### config.mk
export PLATFORM = sky130hd
export DESIGN_NAME = ip_crpr_sched
export DESIGN_NICKNAME = d
export VERILOG_FILES = /design/src/rtl/ip_crpr_pkg.sv /design/src/rtl/ip_crpr_fifo.sv /design/src/rtl/ip_crpr_sched.sv
export SDC_FILE = /design/constraint.sdc
export NUM_CORES = 1
export LEC_CHECK = 0
export CAP_MARGIN = 20
export CORE_UTILIZATION = 54
export DETAILED_ROUTE_END_ITERATION = 6
export PLACE_DENSITY = 0.78
export RECOVER_POWER = 50
export SYNTH_ARGS = -nofsm -noshare
export SYNTH_HDL_FRONTEND = slang
export SYNTH_HIERARCHICAL = 1
export SYNTH_SLANG_ARGS = --single-unit
### constraint.sdc
create_clock -name clk -period 4.3 [get_ports clk]
set_clock_uncertainty 0.2 [all_clocks]
set_input_delay 0.86 -clock clk [delete_from_list [all_inputs] [get_ports clk]]
set_output_delay 0.86 -clock clk [all_outputs]
set_load 0.02 [all_outputs]
### src/rtl/ip_crpr_pkg.sv
// Shared definitions for the credit-return scheduler.
//   PD_NUM_W    : width of a posted data credit count
//   P_ENTRY_W   : posted FIFO entry width {pd_cr, pd_num}
//   NP_ENTRY_W  : non-posted FIFO entry width {npd_cr}
//   rr_next()   : round-robin successor, wraps modulo n (n need not be a power of 2)
package ip_crpr_pkg;

  localparam int unsigned PD_NUM_W   = 8;
  localparam int unsigned P_ENTRY_W  = PD_NUM_W + 1;
  localparam int unsigned NP_ENTRY_W = 1;

  function automatic int unsigned rr_next(input int unsigned idx, input int unsigned n);
    return (idx + 32'd1 >= n) ? 32'd0 : idx + 32'd1;
  endfunction

endpackage

### src/rtl/ip_crpr_fifo.sv
// Synchronous FIFO holding queued credit-return events for one port and one class.
//   clk, rstn : clock, asynchronous active-low reset (discards all entries)
//   push_i    : write wdata_i; accepted when not full, or when full with a same-cycle pop
//   pop_i     : remove the head entry (ignored when empty)
//   rdata_o   : head entry, valid while empty_o is low
//   full_o    : Depth entries held
//   empty_o   : no entries held
module ip_crpr_fifo #(
  parameter int unsigned Width = 1,
  parameter int unsigned Depth = 4
) (
  input  logic             clk,
  input  logic             rstn,
  input  logic             push_i,
  input  logic [Width-1:0] wdata_i,
  input  logic             pop_i,
  output logic [Width-1:0] rdata_o,
  output logic             full_o,
  output logic             empty_o
);

  localparam int unsigned AddrW = $clog2(Depth);

  // One extra pointer bit separates full from empty when the addresses match.
  logic [AddrW:0]   wptr_q, wptr_d, rptr_q, rptr_d;
  logic [Width-1:0] mem_q [Depth];
  logic             wr_en, rd_en;

  assign empty_o = (wptr_q == rptr_q);
  assign full_o  = (wptr_q[AddrW] != rptr_q[AddrW]) &&
                   (wptr_q[AddrW-1:0] == rptr_q[AddrW-1:0]);
  assign rd_en   = pop_i & ~empty_o;
  // A pop frees the head slot this edge, so a push into a full FIFO still fits.
  assign wr_en   = push_i & (~full_o | rd_en);
  assign rdata_o = mem_q[rptr_q[AddrW-1:0]];

  always_comb begin
    wptr_d = wptr_q + {{AddrW{1'b0}}, wr_en};
    rptr_d = rptr_q + {{AddrW{1'b0}}, rd_en};
  end

  always_ff @(posedge clk or negedge rstn) begin
    if (!rstn) begin
      wptr_q <= '0;
      rptr_q <= '0;
    end else begin
      wptr_q <= wptr_d;
      rptr_q <= rptr_d;
    end
  end

  always_ff @(posedge clk) begin
    if (wr_en) begin
      mem_q[wptr_q[AddrW-1:0]] <= wdata_i;
    end
  end

endmodule

### src/rtl/ip_crpr_sched.sv
// Credit-return scheduler: merges per-port credit returns onto the single core credit port.
// Each port has one posted and one non-posted event FIFO; each class has its own
// round-robin arbiter that pops at most one event per cycle into registered outputs.
//   ph_cr_in/pd_cr_in/pd_num_in : posted returns per port (data qualified by header)
//   nph_cr_in/npd_cr_in         : non-posted returns per port (data qualified by header)
//   ph_cr/pd_cr/pd_num          : merged posted return, one-cycle pulse per event
//   nph_cr/npd_cr               : merged non-posted return, one-cycle pulse per event
//   ovf/ovf_clr                 : sticky per-port drop flags and their clear
//   busy                        : registered OR of all FIFO non-empty flags
// Optional: define IP_CRPR_SCHED_STATS_EN to add saturating output counters
//   ph_tot/pd_tot/nph_tot/npd_tot (cleared by reset and ovf_clr).
module ip_crpr_sched
  import ip_crpr_pkg::*;
#(
  parameter int unsigned N_PORTS    = 4,
  parameter int unsigned FIFO_DEPTH = 4
) (
  input  logic                         clk,
  input  logic                         rstn,
  input  logic [N_PORTS-1:0]           ph_cr_in,
  input  logic [N_PORTS-1:0]           pd_cr_in,
  input  logic [PD_NUM_W*N_PORTS-1:0]  pd_num_in,
  input  logic [N_PORTS-1:0]           nph_cr_in,
  input  logic [N_PORTS-1:0]           npd_cr_in,
  output logic                         ph_cr,
  output logic                         pd_cr,
  output logic [PD_NUM_W-1:0]          pd_num,
  output logic                         nph_cr,
  output logic                         npd_cr,
  input  logic                         ovf_clr,
  output logic [N_PORTS-1:0]           ovf,
  output logic                         busy
`ifdef IP_CRPR_SCHED_STATS_EN
  ,
  output logic [15:0]                  ph_tot,
  output logic [15:0]                  pd_tot,
  output logic [15:0]                  nph_tot,
  output logic [15:0]                  npd_tot
`endif
);

  localparam int unsigned IdxW = $clog2(N_PORTS);
  typedef logic [IdxW-1:0] idx_t;

  logic [N_PORTS-1:0]    p_empty, p_full, p_pop, p_drop;
  logic [N_PORTS-1:0]    np_empty, np_full, np_pop, np_drop;
  logic [P_ENTRY_W-1:0]  p_rdata  [N_PORTS];
  logic [NP_ENTRY_W-1:0] np_rdata [N_PORTS];

  for (genvar i = 0; i < N_PORTS; i++) begin : g_port
    logic [P_ENTRY_W-1:0] p_wdata;

    // Count is forced to zero when the data-valid bit is low.
    assign p_wdata = pd_cr_in[i] ? {1'b1, pd_num_in[PD_NUM_W*i +: PD_NUM_W]} : '0;

    ip_crpr_fifo #(
      .Width (P_ENTRY_W),
      .Depth (FIFO_DEPTH)
    ) u_p_fifo (
      .clk     (clk),
      .rstn    (rstn),
      .push_i  (ph_cr_in[i]),
      .wdata_i (p_wdata),
      .pop_i   (p_pop[i]),
      .rdata_o (p_rdata[i]),
      .full_o  (p_full[i]),
      .empty_o (p_empty[i])
    );

    ip_crpr_fifo #(
      .Width (NP_ENTRY_W),
      .Depth (FIFO_DEPTH)
    ) u_np_fifo (
      .clk     (clk),
      .rstn    (rstn),
      .push_i  (nph_cr_in[i]),
      .wdata_i (npd_cr_in[i]),
      .pop_i   (np_pop[i]),
      .rdata_o (np_rdata[i]),
      .full_o  (np_full[i]),
      .empty_o (np_empty[i])
    );
  end

  assign p_drop  = ph_cr_in  & p_full  & ~p_pop;
  assign np_drop = nph_cr_in & np_full & ~np_pop;

  // Returns {grant_valid, grant_index}: first non-empty FIFO after ptr, wrapping.
  function automatic logic [IdxW:0] rr_pick(input logic [N_PORTS-1:0] empty, input idx_t ptr);
    logic [IdxW:0] res;
    idx_t          j;
    res = {1'b0, ptr};
    j   = ptr;
    for (int k = 0; k < N_PORTS; k++) begin
      j = idx_t'(rr_next(32'(j), N_PORTS));
      if (!res[IdxW] && !empty[j]) begin
        res = {1'b1, j};
      end
    end
    return res;
  endfunction

  logic [IdxW:0]         p_pick, np_pick;
  idx_t                  p_ptr_q, p_ptr_d, np_ptr_q, np_ptr_d;
  logic                  ph_cr_q, ph_cr_d, pd_cr_q, pd_cr_d, nph_cr_q, nph_cr_d;
  logic                  npd_cr_q, npd_cr_d, busy_q, busy_d;
  logic [PD_NUM_W-1:0]   pd_num_q, pd_num_d;
  logic [N_PORTS-1:0]    ovf_q, ovf_d;

  always_comb begin
    p_pick   = rr_pick(p_empty, p_ptr_q);
    np_pick  = rr_pick(np_empty, np_ptr_q);
    p_pop    = '0;
    np_pop   = '0;
    p_ptr_d  = p_ptr_q;
    np_ptr_d = np_ptr_q;
    ph_cr_d  = p_pick[IdxW];
    pd_cr_d  = 1'b0;
    pd_num_d = '0;
    nph_cr_d = np_pick[IdxW];
    npd_cr_d = 1'b0;
    if (p_pick[IdxW]) begin
      p_pop[p_pick[IdxW-1:0]] = 1'b1;
      p_ptr_d                 = p_pick[IdxW-1:0];
      {pd_cr_d, pd_num_d}     = p_rdata[p_pick[IdxW-1:0]];
    end
    if (np_pick[IdxW]) begin
      np_pop[np_pick[IdxW-1:0]] = 1'b1;
      np_ptr_d                  = np_pick[IdxW-1:0];
      npd_cr_d                  = np_rdata[np_pick[IdxW-1:0]][0];
    end
    // A drop in the same cycle as a clear must survive.
    ovf_d  = (ovf_clr ? '0 : ovf_q) | p_drop | np_drop;
    busy_d = ~&(p_empty & np_empty);
  end

  always_ff @(posedge clk or negedge rstn) begin
    if (!rstn) begin
      p_ptr_q  <= idx_t'(N_PORTS - 1);
      np_ptr_q <= idx_t'(N_PORTS - 1);
      ph_cr_q  <= 1'b0;
      pd_cr_q  <= 1'b0;
      pd_num_q <= '0;
      nph_cr_q <= 1'b0;
      npd_cr_q <= 1'b0;
      ovf_q    <= '0;
      busy_q   <= 1'b0;
    end else begin
      p_ptr_q  <= p_ptr_d;
      np_ptr_q <= np_ptr_d;
      ph_cr_q  <= ph_cr_d;
      pd_cr_q  <= pd_cr_d;
      pd_num_q <= pd_num_d;
      nph_cr_q <= nph_cr_d;
      npd_cr_q <= npd_cr_d;
      ovf_q    <= ovf_d;
      busy_q   <= busy_d;
    end
  end

  assign ph_cr  = ph_cr_q;
  assign pd_cr  = pd_cr_q;
  assign pd_num = pd_num_q;
  assign nph_cr = nph_cr_q;
  assign npd_cr = npd_cr_q;
  assign ovf    = ovf_q;
  assign busy   = busy_q;

`ifdef IP_CRPR_SCHED_STATS_EN
  logic [15:0] ph_tot_q, pd_tot_q, nph_tot_q, npd_tot_q;

  function automatic logic [15:0] sat_add(input logic [15:0] a, input logic [15:0] b);
    logic [16:0] s;
    s = {1'b0, a} + {1'b0, b};
    return s[16] ? 16'hFFFF : s[15:0];
  endfunction

  always_ff @(posedge clk or negedge rstn) begin
    if (!rstn) begin
      ph_tot_q  <= '0;
      pd_tot_q  <= '0;
      nph_tot_q <= '0;
      npd_tot_q <= '0;
    end else if (ovf_clr) begin
      ph_tot_q  <= '0;
      pd_tot_q  <= '0;
      nph_tot_q <= '0;
      npd_tot_q <= '0;
    end else begin
      ph_tot_q  <= sat_add(ph_tot_q, {15'd0, ph_cr_q});
      pd_tot_q  <= sat_add(pd_tot_q, pd_cr_q ? {8'd0, pd_num_q} : 16'd0);
      nph_tot_q <= sat_add(nph_tot_q, {15'd0, nph_cr_q});
      npd_tot_q <= sat_add(npd_tot_q, {15'd0, npd_cr_q});
    end
  end

  assign ph_tot  = ph_tot_q;
  assign pd_tot  = pd_tot_q;
  assign nph_tot = nph_tot_q;
  assign npd_tot = npd_tot_q;
`endif

endmodule

=== Word level (Yosys, flattened, before mapping) ===
Memories as Yosys holds them, arrays and structs flattened.
Cells that the tools add are included.

* $add $sub $neg: 24
* Magnitude comparators: 22
* Equality and inequality tests: 24
* Muxes and demuxes: 68
* Bitwise logic cells: 51
* Reduce and logical (&&, ||, !) cells: 30

{| class="wikitable"
|+ Operators by type and width
! operator !! number
|-
| two-way mux 9 bit || 6
|-
| adder 3 x 1 -> 3 bit || 16
|-
| >= comparator 3 bit, second input constant || 10
|-
| < comparator 2 x 3 -> 1 bit, second input constant || 10
|-
| two-way mux 1 bit || 30
|-
| adder 2 x 1 -> 3 bit, second input constant || 8
|-
| == test 3 bit || 8
|-
| two-way mux 3 bit || 8
|-
| bitwise AND 4 bit || 5
|-
| binary-select mux 1 bit (select 2 bit) || 9
|-
| binary-select mux 9 bit (select 2 bit) || 1
|-
| bitwise AND 1 bit || 16
|-
| == test 2 bit || 8
|-
| logical AND 1 bit || 16
|-
| two-way mux 2 bit || 8
|-
| inverter 1 bit || 16
|-
| logical NOT 1 bit || 13
|-
| two-way mux 4 bit || 3
|-
| two-way mux 8 bit || 1
|-
| inequality test 1 bit || 8
|-
| inverter 4 bit || 2
|-
| bitwise OR 1 bit || 8
|-
| bitwise OR 4 bit || 2
|-
| inverter 2 -> 3 bit || 2
|-
| 3 further kinds || 5
|}

* Flip-flop bits (word level): 69
* Memory bits (writable): 160
* Output and inout port bits: 17
* Logic and storage cells: 252
* Memories: 8

{| class="wikitable"
|+ Memories
! memory !! words !! bits a word !! rd ports !! clocked after memory_dff !! wr ports !! RTL line !! source
|-
| g_port[0].u_p_fifo.mem_q || 4 || 9 || 1 || 0 || 1 || ip_crpr_fifo.sv:26 || <nowiki>logic [Width-1:0] mem_q [Depth];</nowiki>
|-
| g_port[1].u_p_fifo.mem_q || 4 || 9 || 1 || 0 || 1 || ip_crpr_fifo.sv:26 ||
|-
| g_port[2].u_p_fifo.mem_q || 4 || 9 || 1 || 0 || 1 || ip_crpr_fifo.sv:26 ||
|-
| g_port[3].u_p_fifo.mem_q || 4 || 9 || 1 || 0 || 1 || ip_crpr_fifo.sv:26 ||
|-
| g_port[0].u_np_fifo.mem_q || 4 || 1 || 1 || 0 || 1 || ip_crpr_fifo.sv:26 ||
|-
| g_port[1].u_np_fifo.mem_q || 4 || 1 || 1 || 0 || 1 || ip_crpr_fifo.sv:26 ||
|-
| +2 memories || -- || -- || -- || -- || -- || -- ||
|}

=== Logic depth before layout (Yosys ltp) ===
* Depth after elaboration: 27
* Mapped depth: 15

=== Cells and area by module ===
Netlist, hierarchy kept.

{| class="wikitable"
|+ By module, submodules not included
! module !! instances !! cells an instance !! area an instance (um^2)
|-
| ip_crpr_fifo at g_port[0].u_p_fifo ... || 4 || 72 || 1676.6
|-
| ip_crpr_sched || 1 || 230 || 1965.6
|-
| ip_crpr_fifo at g_port[0].u_np_fifo ... || 4 || 30 || 484.2
|}

=== Least setup slack after synthesis ===
No wires, ideal clock.

* Path type: reg2reg
* From: register g_port[1].u_p_fifo.rptr_q[2]
* To: memory g_port[3].u_p_fifo/mem_q[2][0] (netlist bit), enable pin
* Setup time: 0.389 ns
* Data arrival time: 3.520 ns
* Data required time: 3.711 ns
* Path slack: 0.192 ns
* Cell stages (with the launch flop): 11
* Path buffers: 2
* Clock period less this slack: 4.108 ns
* Cells stage by stage: dfrtp_1 > xnor2_1 > nor3b_1 > nand3b_1 > a221o_1 > a41oi_2 > buf_2 > buf_2 > and3_1 > o41ai_4 > nor3b_1

* Cells in the longest elaborated chain, start to end: 23
* Elaborated cells between the ends (all ways): 33
* Classes of those cells: 2 x order compare; 1 x eq/ne; 17 x mux; 3 x bitwise; 10 x reduce/logical

{| class="wikitable"
|+ Ends and longest elaborated chain
! item !! RTL line !! source
|-
| start, declared || ip_crpr_fifo.sv:25 || <nowiki>logic [AddrW:0] wptr_q, wptr_d, rptr_q, rptr_d;</nowiki>
|-
| start signal, assigned || ip_crpr_fifo.sv:48 || <nowiki>rptr_q <= rptr_d;</nowiki>
|-
| == test 3 bit (*) || ip_crpr_fifo.sv:29 || <nowiki>assign empty_o = (wptr_q == rptr_q);</nowiki>
|-
| net p_empty[1] || ip_crpr_sched.sv:45 || <nowiki>logic [N_PORTS-1:0] p_empty, p_full, p_pop, p_drop;</nowiki>
|-
| binary-select mux 1 bit (select 2 bit) || ip_crpr_sched.sv:96 || <nowiki>if (!res[IdxW] && !empty[j]) begin</nowiki>
|-
| two-way mux 1 bit (not written as such) || ip_crpr_sched.sv:96 ||
|-
| two-way mux 3 bit || ip_crpr_sched.sv:96 ||
|-
| logical NOT 1 bit || ip_crpr_sched.sv:96 ||
|-
| logical AND 1 bit || ip_crpr_sched.sv:96 ||
|-
| two-way mux 3 bit || ip_crpr_sched.sv:96 ||
|-
| [... 9 more ...] || -- ||
|-
| demux 1 bit (select 2 bit) || ip_crpr_sched.sv:123 || <nowiki>p_pop[p_pick[IdxW-1:0]] = 1'b1;</nowiki>
|-
| two-way mux 4 bit (*) || ip_crpr_sched.sv:122 || <nowiki>if (p_pick[IdxW]) begin</nowiki>
|-
| net p_pop[3] || ip_crpr_sched.sv:45 ||
|-
| bitwise AND 1 bit (*) || ip_crpr_fifo.sv:32 || <nowiki>assign rd_en = pop_i & ~empty_o;</nowiki>
|-
| bitwise OR 1 bit (*) || ip_crpr_fifo.sv:34 || <nowiki>assign wr_en = push_i & (~full_o | rd_en);</nowiki>
|-
| bitwise AND 1 bit (*) || ip_crpr_fifo.sv:34 ||
|-
| two-way mux 1 bit (*) || ip_crpr_fifo.sv:53 || <nowiki>if (wr_en) begin</nowiki>
|-
| two-way mux 1 bit (not written as such) (*) || ip_crpr_fifo.sv:54 || <nowiki>mem_q[wptr_q[AddrW-1:0]] <= wdata_i;</nowiki>
|-
| end, declared || ip_crpr_fifo.sv:26 ||
|}

The timed path passes the listed nets; every way through them passes the cells marked *. The select of a mux whose other input is x is not followed.

=== Worst setup path in the final report ===
* From: register g_port[3].u_np_fifo.rptr_q[2]
* To: register g_port[3].u_np_fifo.wptr_q[2]

* Cells in the longest elaborated chain, start to end: 22
* Elaborated cells between the ends (all ways): 36
* Classes of those cells: 1 x add/sub; 2 x order compare; 2 x eq/ne; 15 x mux; 5 x bitwise; 11 x reduce/logical

{| class="wikitable"
|+ Ends and longest elaborated chain
! item !! RTL line !! source
|-
| start, declared || ip_crpr_fifo.sv:25 ||
|-
| start signal, assigned || ip_crpr_fifo.sv:48 ||
|-
| == test 3 bit (*) || ip_crpr_fifo.sv:29 ||
|-
| net np_empty[3] || ip_crpr_sched.sv:46 || <nowiki>logic [N_PORTS-1:0] np_empty, np_full, np_pop, np_drop;</nowiki>
|-
| binary-select mux 1 bit (select 2 bit) || ip_crpr_sched.sv:96 ||
|-
| two-way mux 1 bit (not written as such) || ip_crpr_sched.sv:96 ||
|-
| two-way mux 3 bit || ip_crpr_sched.sv:96 ||
|-
| logical NOT 1 bit || ip_crpr_sched.sv:96 ||
|-
| logical AND 1 bit || ip_crpr_sched.sv:96 ||
|-
| two-way mux 3 bit || ip_crpr_sched.sv:96 ||
|-
| [... 9 more ...] || -- ||
|-
| demux 1 bit (select 2 bit) || ip_crpr_sched.sv:128 || <nowiki>np_pop[np_pick[IdxW-1:0]] = 1'b1;</nowiki>
|-
| two-way mux 4 bit (*) || ip_crpr_sched.sv:127 || <nowiki>if (np_pick[IdxW]) begin</nowiki>
|-
| net np_pop[3] || ip_crpr_sched.sv:46 ||
|-
| bitwise AND 1 bit (*) || ip_crpr_fifo.sv:32 ||
|-
| bitwise OR 1 bit (*) || ip_crpr_fifo.sv:34 ||
|-
| bitwise AND 1 bit (*) || ip_crpr_fifo.sv:34 ||
|-
| adder 3 x 1 -> 3 bit (*) || ip_crpr_fifo.sv:38 || <nowiki>wptr_d = wptr_q + {{AddrW{1'b0}}, wr_en};</nowiki>
|-
| net g_port[3].u_np_fifo.wptr_d[2] || ip_crpr_fifo.sv:25 ||
|-
| end signal, assigned || ip_crpr_fifo.sv:47 || <nowiki>wptr_q <= wptr_d;</nowiki>
|-
| end, declared || ip_crpr_fifo.sv:25 ||
|}

Marked as above.
A chain may end at the register's enable or synchronous reset.

==> metrics.csv <==
stage,metric,value,unit
run_status,status,finished with violations,
run_status,failing checks,"capacitance limit, slew limit",
route,final wirelength,19670,µm
place,placed cell areas,0.01169,mm²
global_route,vias in the first global route,6073,
timing,Final Max Slew Viols,40,
layout,fraction of layout cells with a size suffix above 1,15.39,%
floorplanning,CORE AREA,0.01896,mm²
timing,Slew @ Worst Pin,2107,ps
route,Post-route DRC,0,
global_route,aggregate global routing overflow,0,
setup_path,"critical path fanouts, max",11,
synthesis,Mapped Area,0.01061,mm²
setup_path,Critical Path Sink Type,flop,
global_route,first-pass GRT wire length,31440,µm
clock_network,Max clock buf depth,3,
route,Initial DRT Pass Iterations,5,
job,Max-Cap Viols,1,
synthesis,largest cells by area after synthesis,"edfxtp_1 (45%), dfrtp_1 (15%), mux4_1 (8.9%), ha_1 (4.0%), xor2_2 (2.5%)",
floorplanning,site row count,50,
power_and_ir_drop,peak supply drop,568.8,µV
setup_path,Crit path arrival time,4200,ps
clock_network,post-CTS resize count,0,
setup_path,max incr delay on CP,590,ps
synthesis,Yosys reg bits,229,
setup_path,cell-by-cell trace of the critical path,"xnor2_1, nor3b_2, nor3b_1, and3_1, a211oi_1, o21ai_2, buf_4, nand3_1, inv_1, o41ai_4, inv_1, ha_1, ha_1, xor2_1",
route,DR WL/cell,19.28,µm
synthesis,Netlist cell types,69,
synthesis,post-synthesis sequential area ratio,61.61,%
clock_network,CTS tree,done,
clock_network,Clock Latency Late Sink,530,ps
place,Placer Congestion,0.9118,
floorplanning,Starting Density,55.97,%
synthesis,Most used DFF post-synth,edfxtp_1,
setup_path,WS Path Type,flop to flop,
timing,crit share post-route,93.04,%
setup_path,Reg2Reg Depth,14,
setup_path,Crit-path slowest cell,nor3b_2,
power_and_ir_drop,logic gate share of total power,45.5,%
global_route,initial antenna violation count,0,
worst_hold_path,hold crit path type,input port to async pin,
layout,Filler cells,1303,
route,vias per cell,5.771,
layout,Final Instance Area,0.01249,mm²
power_and_ir_drop,Pleak,0.004625,µW
place,Placed Cells,975,
setup_path,Worst Setup SP,g_port[3].u_np_fifo/rptr_q[2]$_DFF_PN0_,
synthesis,Syn Area/Cell,16.63,µm²
clock_network,H-tree depth,1,
timing,Fmax achieved,250.0,MHz
setup_path,CP required,4500,ps
synthesis,"area leader, netlist",edfxtp_1,
synthesis,cell with the most instances after synthesis,edfxtp_1,
synthesis,Post-synth EDFFs,160,
clock_network,clk sink count,229,
floorplanning,Die Area,0.02021,mm²
synthesis,ys async rst share,30.13,%
clock_network,"Setup Fix Bufs, Post-CTS",0,
synthesis,Post-Syn Nets,723,
power_and_ir_drop,Int Pwr,6451,µW
route,via count,5886,
timing,Final min period,4001,ps
route,initial drt markers,296,
clock_network,Worst-path clk slew,60,ps
floorplanning,I/O pin count,68,
timing,Final Hold Fails,0,
power_and_ir_drop,NetSw,4031,µW
layout,# nets final,827,
setup_path,r2r setup slk,300,ps
timing,fin worst setup slack,299.3,ps
place,Port Buffers,67,
global_route,GRT Resource Usage Total,20.31,%
setup_path,R2R Path End,g_port[3].u_np_fifo/wptr_q[2]$_DFF_PN0_,
floorplanning,chip height,142.2,µm
layout,P&R area growth vs syn,17.73,%
floorplanning,die width,142.2,µm
setup_path,crit start category,flop,
route,antenna violation net count after detailed routing,0,
timing,Slew HR,-40.45,%
place,pre-CTS setup slack,283.2,ps
synthesis,top cell type's share of synthesized area,45.29,%
synthesis,Post-synth top cells,"edfxtp_1 (160), dfrtp_1 (65), and2_1 (36), mux4_1 (36), ha_1 (34)",
power_and_ir_drop,Flop pwr share,35.0,%
layout,fin cells,1020,
synthesis,synth warn,6,
layout,Ant. Diodes,0,
setup_path,reg-to-reg startpoint,g_port[3].u_np_fifo/rptr_q[2]$_DFF_PN0_,
timing,final setup TNS,0,ps
synthesis,Syn Inst Count,638,
timing,setup violators final,0,
clock_network,CTS buffer count,24,
global_route,pin count of the biggest net entering global routing,49,
setup_path,top cell family by delay on the critical path,simple AND/OR/NAND/NOR gates,
setup_path,worst path bufs/invs,3,
place,post-DP HPWL,13830,µm
power_and_ir_drop,clock power share,19.5,%
power_and_ir_drop,Sw Ratio,38.46,%
timing,RSZ-0062 raised after global routing,no,
clock_network,cts hold-fix bufs,0,
power_and_ir_drop,PwrDens,839.3,mW/mm²
clock_network,clk root buf,clkbuf_16,
## stage by stage
stage          util [%]  total power [µW]  hold slack (ps)
2_1_floorplan         -              7125            259.1
3_3_place_gp      61.66              8199            272.3
3_5_place_dp      61.66              8508            276.2
4_1_cts           65.92             10580            285.7
5_1_grt           65.89             11110            141.4
6_report          65.89             10480            92.29
## registers in the layout (all words and copies together) (netlist names), 2 cells and up
signal,cells
g_port.u_p_fifo/mem_q,144
g_port.u_np_fifo/mem_q,16
g_port.u_np_fifo/rptr_q,12
g_port.u_np_fifo/wptr_q,12
g_port.u_p_fifo/rptr_q,12
g_port.u_p_fifo/wptr_q,12
pd_num,8
ovf,4
np_ptr_q,2
p_ptr_q,2
## layout make-up
type / count / area [µm²] / area share (%)
sequential: 229 / 6536 / 52.33
multi-input combinational: 367 / 3834 / 30.70
timing repair buffer: 102 / 915.9 / 7.333
clock buffer: 34 / 708.2 / 5.670
tap: 260 / 325.3 / 2.605
clock inverter: 10 / 100.1 / 0.8014
inverter: 18 / 70.07 / 0.5610
## worst max path at each step
stage	to	depth (start not counted)	slack [ps]
2_1_floorplan	g_port[3].u_p_fifo/mem_q[2][0]$_DFFE_PP_	10	190
3_3_place_gp	g_port[3].u_np_fifo/wptr_q[2]$_DFF_PN0_	14	440
3_5_place_dp	g_port[3].u_np_fifo/wptr_q[2]$_DFF_PN0_	14	280
4_1_cts	g_port[3].u_np_fifo/wptr_q[2]$_DFF_PN0_	14	290
5_1_grt	g_port[3].u_np_fifo/wptr_q[2]$_DFF_PN0_	14	20
6_report	g_port[3].u_np_fifo/wptr_q[2]$_DFF_PN0_	14	300
## cell families (layout without fill, tap and decap cells)
logic type      count (synthesis)  after routing  share of synthesized area, %
flops                         229            229                         61.61
fa+ha+maj                      34             34                         4.010
mux                            50             50                         10.83
xor+xnor                       40             40                         4.434
buf+inv                        42            164                         2.241
compound gates                 75             75                         7.407
simple gates                  168            168                         9.471
## metal layers
metal / vias up / wire length (µm) / global-route usage, % / part of all wire, %
li1: 2706 / - / - / -
met1: 2967 / 8176 / 25.89 / 42
met2: 172 / 10080 / 36.20 / 51
met3: 41 / 920 / 3.163 / 4.7
met4: 0 / 488 / 5.320 / 2.5
met5: - / 0 / 0 / 0
## power by group through the flow
stage | combinational, µW | sequential (µW) | clock, µW
after floorplan | 3520 | 3600 | 0
after global placement | 4530 | 3670 | 0
after detailed placement | 4790 | 3720 | 0
after CTS | 4820 | 3680 | 2080
after global routing | 5200 | 3750 | 2160
final | 4770 | 3670 | 2040
## placed cells by master (no fill, tap or decap), types with 4 or more instances in the layout
cell	instances
clkbuf_1	7
nor2b_1	20
nor3_1	20
clkdlybuf4s50_1	52
xor2_2	15
edfxtp_1	160
clkbuf_16	24
mux4_2	5
mux4_1	36
clkbuf_8	7
a211oi_1	21
dfrtp_1	65
mux2i_1	9
ha_1	34
nand2_1	24
o21ai_0	7
inv_1	17
dfstp_2	4
buf_4	32
clkinv_2	5
and2_1	4
o41ai_4	8
xnor2_1	8
nor3b_1	24
and2_0	32
dlygate4sd3_1	14
xor2_1	17
nor2_1	16
No activity file was read; power rests on OpenSTA's default activity.
